<file path="src/rtl/ser2par_if.sv">
// Word-assembly port bundle for ser2par: qualified serial input side plus assembled word output side.
// The master drives the serial bits; the slave (ser2par) returns words, the strobe and progress.
interface ser2par_if #(
  parameter int WIDTH = 4
);
  localparam int CW = $clog2(WIDTH);

  logic             data_serial;
  logic             data_valid;
  logic             frame_start;
  logic [WIDTH-1:0] data_parallel;
  logic             parallel_valid;
  logic [CW-1:0]    bit_count;

  modport master (
    output data_serial, data_valid, frame_start,
    input  data_parallel, parallel_valid, bit_count
  );

  modport slave (
    input  data_serial, data_valid, frame_start,
    output data_parallel, parallel_valid, bit_count
  );
endinterface

</file>
<file path="src/rtl/ser2par.sv">
// Serial-to-parallel converter: gathers WIDTH qualified bits into a word and strobes it out.
// Counter-based framing, with frame_start forcing the current bit to become bit 0 of a new word.
module ser2par #(
  parameter int WIDTH     = 4,
  parameter bit MSB_FIRST = 1'b1
) (
  input  logic     clk,
  input  logic     reset_n,
  ser2par_if.slave bus
);
  localparam int CW = $clog2(WIDTH);

  typedef enum logic {IDLE, COLLECT} state_t;

  state_t           state_reg;
  logic [WIDTH-2:0] shift_reg;
  logic [CW-1:0]    count_reg;
  logic [WIDTH-1:0] data_parallel_reg;
  logic             parallel_valid_reg;

  logic [WIDTH-1:0] word_next;
  logic [WIDTH-2:0] shift_next;
  logic [WIDTH-2:0] fresh_next;
  logic             complete;

  // A partial word never exceeds WIDTH-1 bits, so the final bit joins the word straight from the input.
  generate
    if (MSB_FIRST) begin : g_msb
      assign word_next  = {shift_reg, bus.data_serial};
      assign shift_next = word_next[WIDTH-2:0];
      assign fresh_next = (WIDTH-1)'(bus.data_serial);
    end else begin : g_lsb
      assign word_next  = {bus.data_serial, shift_reg};
      assign shift_next = word_next[WIDTH-1:1];
      assign fresh_next = (WIDTH-1)'(bus.data_serial) << (WIDTH-2);
    end
  endgenerate

  assign complete = (state_reg == COLLECT) && (count_reg == CW'(WIDTH-1));

  always_ff @(posedge clk or negedge reset_n) begin
    if (!reset_n) begin
      state_reg          <= IDLE;
      shift_reg          <= '0;
      count_reg          <= '0;
      data_parallel_reg  <= '0;
      parallel_valid_reg <= 1'b0;
    end else begin
      parallel_valid_reg <= 1'b0;
      if (bus.frame_start) begin
        // Realignment drops any partial word silently, even one bit short of completion.
        if (bus.data_valid) begin
          shift_reg <= fresh_next;
          count_reg <= CW'(1);
          state_reg <= COLLECT;
        end else begin
          shift_reg <= '0;
          count_reg <= '0;
          state_reg <= IDLE;
        end
      end else if (bus.data_valid) begin
        if (complete) begin
          data_parallel_reg  <= word_next;
          parallel_valid_reg <= 1'b1;
          shift_reg          <= '0;
          count_reg          <= '0;
          state_reg          <= IDLE;
        end else begin
          shift_reg <= shift_next;
          count_reg <= count_reg + CW'(1);
          state_reg <= COLLECT;
        end
      end
    end
  end

  assign bus.data_parallel  = data_parallel_reg;
  assign bus.parallel_valid = parallel_valid_reg;
  assign bus.bit_count      = count_reg;
endmodule

</file>
<file path="src/flat_wrapper.sv">
// flat-port wrapper written by rule: the top's interface ports become plain ports
module ser2par_flat 
#(
  parameter int WIDTH     = 4,
  parameter bit MSB_FIRST = 1'b1
)
  (clk, reset_n, bus_data_serial, bus_data_valid, bus_frame_start, bus_data_parallel, bus_parallel_valid, bus_bit_count);
  ser2par_if #(.WIDTH(WIDTH)) bus_i ();
  input  logic clk;
  input  logic reset_n;
  input wire logic [$bits(bus_i.data_serial)-1:0] bus_data_serial;
  input wire logic [$bits(bus_i.data_valid)-1:0] bus_data_valid;
  input wire logic [$bits(bus_i.frame_start)-1:0] bus_frame_start;
  output wire logic [$bits(bus_i.data_parallel)-1:0] bus_data_parallel;
  output wire logic [$bits(bus_i.parallel_valid)-1:0] bus_parallel_valid;
  output wire logic [$bits(bus_i.bit_count)-1:0] bus_bit_count;
  assign bus_i.data_serial = bus_data_serial;
  assign bus_i.data_valid = bus_data_valid;
  assign bus_i.frame_start = bus_frame_start;
  assign bus_data_parallel = bus_i.data_parallel;
  assign bus_parallel_valid = bus_i.parallel_valid;
  assign bus_bit_count = bus_i.bit_count;
  ser2par #(.WIDTH(WIDTH), .MSB_FIRST(MSB_FIRST)) u_core (.clk(clk), .reset_n(reset_n), .bus(bus_i));
endmodule
</file>
<file path="config.mk">
export PLATFORM = sky130hd
export DESIGN_NAME = ser2par_flat
export DESIGN_NICKNAME = d
export VERILOG_FILES = /design/src/rtl/ser2par_if.sv /design/src/rtl/ser2par.sv /design/src/flat_wrapper.sv
export SDC_FILE = /design/constraint.sdc
export NUM_CORES = 1
export LEC_CHECK = 0
export CELL_PAD_IN_SITES_DETAIL_PLACEMENT = 0
export CELL_PAD_IN_SITES_GLOBAL_PLACEMENT = 1
export CORE_MARGIN = 1
export CORE_UTILIZATION = 35
export DETAILED_ROUTE_END_ITERATION = 10
export MAX_ROUTING_LAYER = met4
export PLACE_DENSITY_LB_ADDON = 0.1
export SLEW_MARGIN = 20
export SYNTH_ARGS = -nofsm -noshare
export SYNTH_HDL_FRONTEND = slang
export SYNTH_SLANG_ARGS = --single-unit
</file>
<file path="constraint.sdc">
create_clock -name clk -period 1.5 [get_ports clk]
set_input_delay 0.225 -clock clk [delete_from_list [all_inputs] [get_ports clk]]
set_output_delay 0.225 -clock clk [all_outputs]
set_load 0.01 [all_outputs]
</file>
==> results.cfg, run 1 <==
[die]
fp-row-count = 12
die_y_um = 38.96
fp.dieW_um = 38.96
die-area_um2 = 1517
initial_utilization_pct = 40.30
ioPinCount = 12
design.core.area_um2 = 1186

[cts]
cts-resized-gates = 0
root_buffer = clkbuf_4
clk_latency_ns = 0.26
path_clk_slew_ns = 0.07
cts_hold_buf = 0
max-clock-path-buffers = 2
cts_tree = yes
h-tree-depth = 1
cts_setup_buffers = 0
cts_buffers = 3
clkSinkCount = 11

[finish]
fillers = 105
area_growth_pct = 32.98
n_antenna_cell = 0
multi_input_area_um2 = 183.9
layout-drive-gt1-share_pct = 19.23
finalNetCount = 59
regArea_um2 = 275.3
largest_register_ffs = 4

[detailed_routing]
vias = 310
postRouteAntennaNets = 0
wl_per_cell_um = 12.35
drc_errors = 0
via_per_inst = 4.697
drt-pass1-iter-count = 1
routed_wl_um = 815
drtIter0Drc = 0

[sta]
drv_slew = 0
tightestPinTransition_ns = 0.4795
rsz0062_at_grt = false
final-hold-violation-count = 0
fmax_mhz = 710.3
fin_hold_ws_ns = 0.2840
setup_tns_ns = 0
slew_headroom_pct = 67.94
fin_crit_ns = 1.408
setup_viol = 0
fin_worst_skew_ns = 0.003604
finalCritPeriodShare_pct = 93.85

[setup_path]
crit_family = buffers and inverters
cp.arrival_ns = 1.18
cp_max_fo = 3
cp_data_required_time_ns = 1.27
cp-start-kind = flip-flop
cpPeakStageDelay_ns = 0.55
slowest_stage = clkdlybuf4s50_1
crit_buf_inv = 1
worstSetupEndpointType = primary output
path_cells = clkdlybuf4s50_1
worstSetupPathType = reg2out

[yosys]
synthesis.nets = 42
yosys_warnings = 0
synth.distinct_cells = 15
synth-seq-cells = 11
netlist.area_leader.share_pct = 57.59
synth_area_leader_cell = dfrtp_1
avgSynthCellArea_um2 = 13.28
ys_seq_area_share_pct = 57.59
synth.area.top_cells = dfrtp_1 (58%), mux2_4 (13%), nand4b_4 (5.0%), a21oi_1 (3.1%), ha_1 (2.6%)
synth_area_um2 = 478.0
syn-instance-count = 36

[power]
ir_drop_uv = 538.1
p_per_area_nw_per_um2 = 1129
leakage_nw = 0.3092

[global_route]
grt_max_degree = 12
gr-total-overflow = 0
antenna_found_initial = 0
grt_pass1_vias = 309
grt_usage_pct = 13.59
grt_pass1_wl_mm = 1.324

[status]
outcome = finished, final reports clean

[placement]
gp_congestion = 0.7516
portBuffers = 11
hpwl_um = 649.6

[hold_path]
min-delay-path-class = in2async

[flow_run]
drv_cap = 0
==> cell type report <==
class / count / area share, %
repair buffers: 13 / 19.69
flip-flops and latches: 11 / 43.31
multi-input cells: 22 / 28.94
inverters: 2 / 1.181
clock buffers: 4 / 4.134
well taps: 14 / 2.756
==> Yosys cell counts <==
library cell,count
mux2i_1,1
a21oi_1,3
nor2_1,2
nand2_1,3
nand2b_1,2
o211ai_1,1
nand4b_4,1
o21ai_0,1
inv_1,2
dfrtp_1,11
xnor2_1,1
nand3_1,2
ha_1,1
mux2_4,4
buf_6,1
==> logic make-up (layout without fill, tap and decap cells) <==
group	Yosys count	count (layout)	share of synthesized area, %
and+or+nand+nor	10	10	13.61
xor gates and xnor gates	1	1	1.833
DFF	11	11	57.59
muxes	5	5	14.66
buffers and inverters	3	19	3.927
AOI/OAI and AO/OA	5	5	5.758
adders and majority gates	1	1	2.617
==> metrics by stage <==
stage | setup slack (ns) | power (mW) | std cells | utilization [%] | cell area (µm²)
3_3_place_gp | 0.1247 | 0.5216 | 62 | 51.37 | 609.3
6_report | 0.09218 | 0.7179 | 66 | 53.59 | 635.6
2_1_floorplan | 0.2916 | 0.4376 | 36 | - | 478.0
3_5_place_dp | 0.08667 | 0.5269 | 62 | 51.37 | 609.3
5_1_grt | 0.06439 | 0.7506 | 66 | 53.59 | 635.6
4_1_cts | 0.07692 | 0.7250 | 66 | 53.59 | 635.6
==> per-layer routing <==
layer	global-route usage [%]	vias up	share of wire [%]
met5	-	-	0
li1	-	154	-
met3	3.468	0	3.9
met4	5.172	0	0
met2	22.50	8	49
met1	15.75	148	47
==> where the power goes <==
part | internal, mW | switching, mW
Combinational | 0.103 | 0.0576
Sequential | 0.332 | 0.0244
Clock | 0.103 | 0.0981
Total | 0.538 | 0.180
==> cells in the final DEF (no fill, tap or decap) <==
master,netlist,final
clkbuf_4,0,3
clkdlybuf4s50_1,0,11
mux2i_1,1,1
o211ai_1,1,1
clkbuf_1,0,1
inv_1,2,2
xnor2_1,1,1
nand2_1,3,3
mux2_4,4,4
ha_1,1,1
dfrtp_1,11,11
o21ai_0,1,1
a21oi_1,3,3
buf_4,0,2
nand4b_4,1,1
nand3_1,2,2
nor2_1,2,2
nand2b_1,2,2
==> path summary, 6_finish.rpt <==
| kind | start | endpoint | slack (ns) | cells after the start |
|---|---|---|---|---|
| max in group asynchronous | reset_n | u_core.bus.data_parallel[2] | 0.89 | 1 |
| worst max register to register | u_core.bus.bit_count[0] | u_core.bus.data_parallel[0] | 0.29 | 3 |
| worst min register to register | u_core.bus.data_parallel[3] | u_core.bus.data_parallel[3] | 0.52 | 1 |
| worst min-delay path | reset_n | u_core.bus.bit_count[0] | 0.28 | 1 |
| min in group clk | u_core.bus.data_parallel[3] | u_core.bus.data_parallel[3] | 0.52 | 1 |
| worst max-delay path | u_core.bus.bit_count[1] | bus_bit_count[1] | 0.09 | 1 |
Power figures use the tool's default switching activity.
==> run 2, diff against run 1 <==
--- a/config.mk
+++ b/config.mk
@@ -8,7 +8,7 @@
 export CELL_PAD_IN_SITES_DETAIL_PLACEMENT = 0
 export CELL_PAD_IN_SITES_GLOBAL_PLACEMENT = 1
 export CORE_MARGIN = 1
-export CORE_UTILIZATION = 35
+export CORE_UTILIZATION = 32
 export DETAILED_ROUTE_END_ITERATION = 10
 export MAX_ROUTING_LAYER = met4
 export PLACE_DENSITY_LB_ADDON = 0.1
==> constraint.sdc (replaced) <==
create_clock -name clk -period 1.17 [get_ports clk]
set_input_delay 0.1755 -clock clk [delete_from_list [all_inputs] [get_ports clk]]
set_output_delay 0.1755 -clock clk [all_outputs]
set_load 0.01 [all_outputs]
==> results.cfg, run 2 (same netlist as run 1, synthesis figures left out) <==
[cts]
h-tree-depth = 1
clkSinkCount = 11
root_buffer = clkbuf_4
cts_buffers = 3
cts_hold_buf = 0
clk_latency_ns = 0.27
path_clk_slew_ns = 0.07
max-clock-path-buffers = 2
cts_tree = yes

[sta]
drv_slew = 0
setup_tns_ns = -0.006071
fin_worst_skew_ns = 0.003550
slew_headroom_pct = 89.07
final-hold-violation-count = 0
setup_viol = 4
fin_crit_ns = 1.173
fin_hold_ws_ns = 0.1962
rsz0062_at_grt = true
finalCritPeriodShare_pct = 100.2
fmax_mhz = 852.8
setup_ws_ns = -0.002613
tightestPinTransition_ns = 0.1639

[finish]
fin_area_um2 = 659.4
largest_register_ffs = 4
final_util_pct = 48.84
fillers = 137
n_antenna_cell = 0
final_cells = 70
area_growth_pct = 37.96
final_common_cell = dfrtp_1
finalNetCount = 62
layout-drive-gt1-share_pct = 27.27
final_cell_mix = dfrtp_1 (11), dlygate4sd2_1 (6), buf_4 (5)

[die]
die_y_um = 40.65
ioPinCount = 12
design.core.area_um2 = 1350
fp-row-count = 13
die-area_um2 = 1652
fp.dieW_um = 40.65
initial_utilization_pct = 35.40

[global_route]
antenna_found_initial = 0
gr-total-overflow = 0
grt_max_degree = 12
grt_pass1_wl_mm = 1.449
grt_usage_pct = 15.03
grt_pass1_vias = 321

[setup_path]
cp_data_required_time_ns = 1.33
r2r_setup_slack_ns = -0.003
critical_path.startpoint = u_core.bus.bit_count[0]
cp.arrival_ns = 1.33
worstSetupPathType = reg2reg
reg2reg_from = u_core.bus.bit_count[0]
timing.rr.end = u_core.bus.data_parallel[1]
cp-endpoint = u_core.bus.data_parallel[1]
rr_worst_depth = 3
cp_max_fo = 5
cp-start-kind = flip-flop
worstSetupEndpointType = flip-flop

[placement]
place_inst = 64
portBuffers = 11
preCtsSetupSlack_ns = -0.1691
gp_congestion = 0.7517
hpwl_um = 613
placed_cell_area_um2 = 620.6

[power]
power_uw = 917.4
p_per_area_nw_per_um2 = 1391
ir_drop_uv = 560.5
leakage_nw = 0.3473

[status]
outcome = finished, violations left
violations = negative setup slack

[detailed_routing]
postRouteAntennaNets = 0
wl_per_cell_um = 12.10
via_per_inst = 4.757
drc_errors = 0
vias = 333
drtIter0Drc = 4
drt-pass1-iter-count = 4
routed_wl_um = 847

[flow_run]
drv_cap = 0

[hold_path]
min-delay-path-class = in2async
-- run 2: cell types whose count changed in the layout (fill, tap and decap cells not counted), sizes merged --
cell / previous run / this run
buf: 2 / 5
clkdlybuf4s50: 11 / 4
dlygate4sd2: 0 / 6
clkbuf: 4 / 5
-- run 2: layer usage --
metal  track usage [%]  routed length (µm)  vias up
met4             5.000                   0        0
met5                 -                   0        -
met3             9.783                  65        0
li1                  -                   -      159
met1             17.99                 410      159
met2             20.24                 371       15
-- run 2: worst min path at each step --
stage	end	slack (ns)	cells past startpoint
3_5_place_dp	u_core.bus.parallel_valid	0.48	2
5_1_grt	u_core.bus.data_parallel[1]	0.22	2
4_1_cts	u_core.state_reg	0.19	2
2_1_floorplan	u_core.bus.bit_count[0]	-0.12	0
6_report	u_core.state_reg	0.20	2
3_3_place_gp	u_core.bus.data_parallel[0]	0.48	2
-- run 2: where the power goes --
part           internal [mW]  switching [mW]  total (mW)
clock                  0.132           0.130       0.262
combinational          0.120          0.0766       0.196
sequential             0.425          0.0345       0.460
total                  0.677           0.241       0.917
-- run 2: critical path: stages (launching register included) --
cell	delay [ns]
dfrtp_1	0.41
ha_4	0.17
nand4b_4	0.15
mux2_4	0.33
-- run 2: what timing repair did --
item	4_1_cts	5_1_grt
buffers inserted	0	2
pin swaps	1	1
resized for setup	7	3
cloned	0	0
setup endpoints to repair	11	6
-- run 2: area by class of cell --
| class | count | area (µm²) | share of cell area, % |
|---|---|---|---|
| well taps | 15 | 18.77 | 2.846 |
| flip-flops and latches | 11 | 275.3 | 41.75 |
| clock buffers | 4 | 26.28 | 3.985 |
| inverters | 2 | 7.507 | 1.139 |
| multi-input cells | 22 | 196.4 | 29.79 |
| repair buffers | 16 | 135.1 | 20.49 |
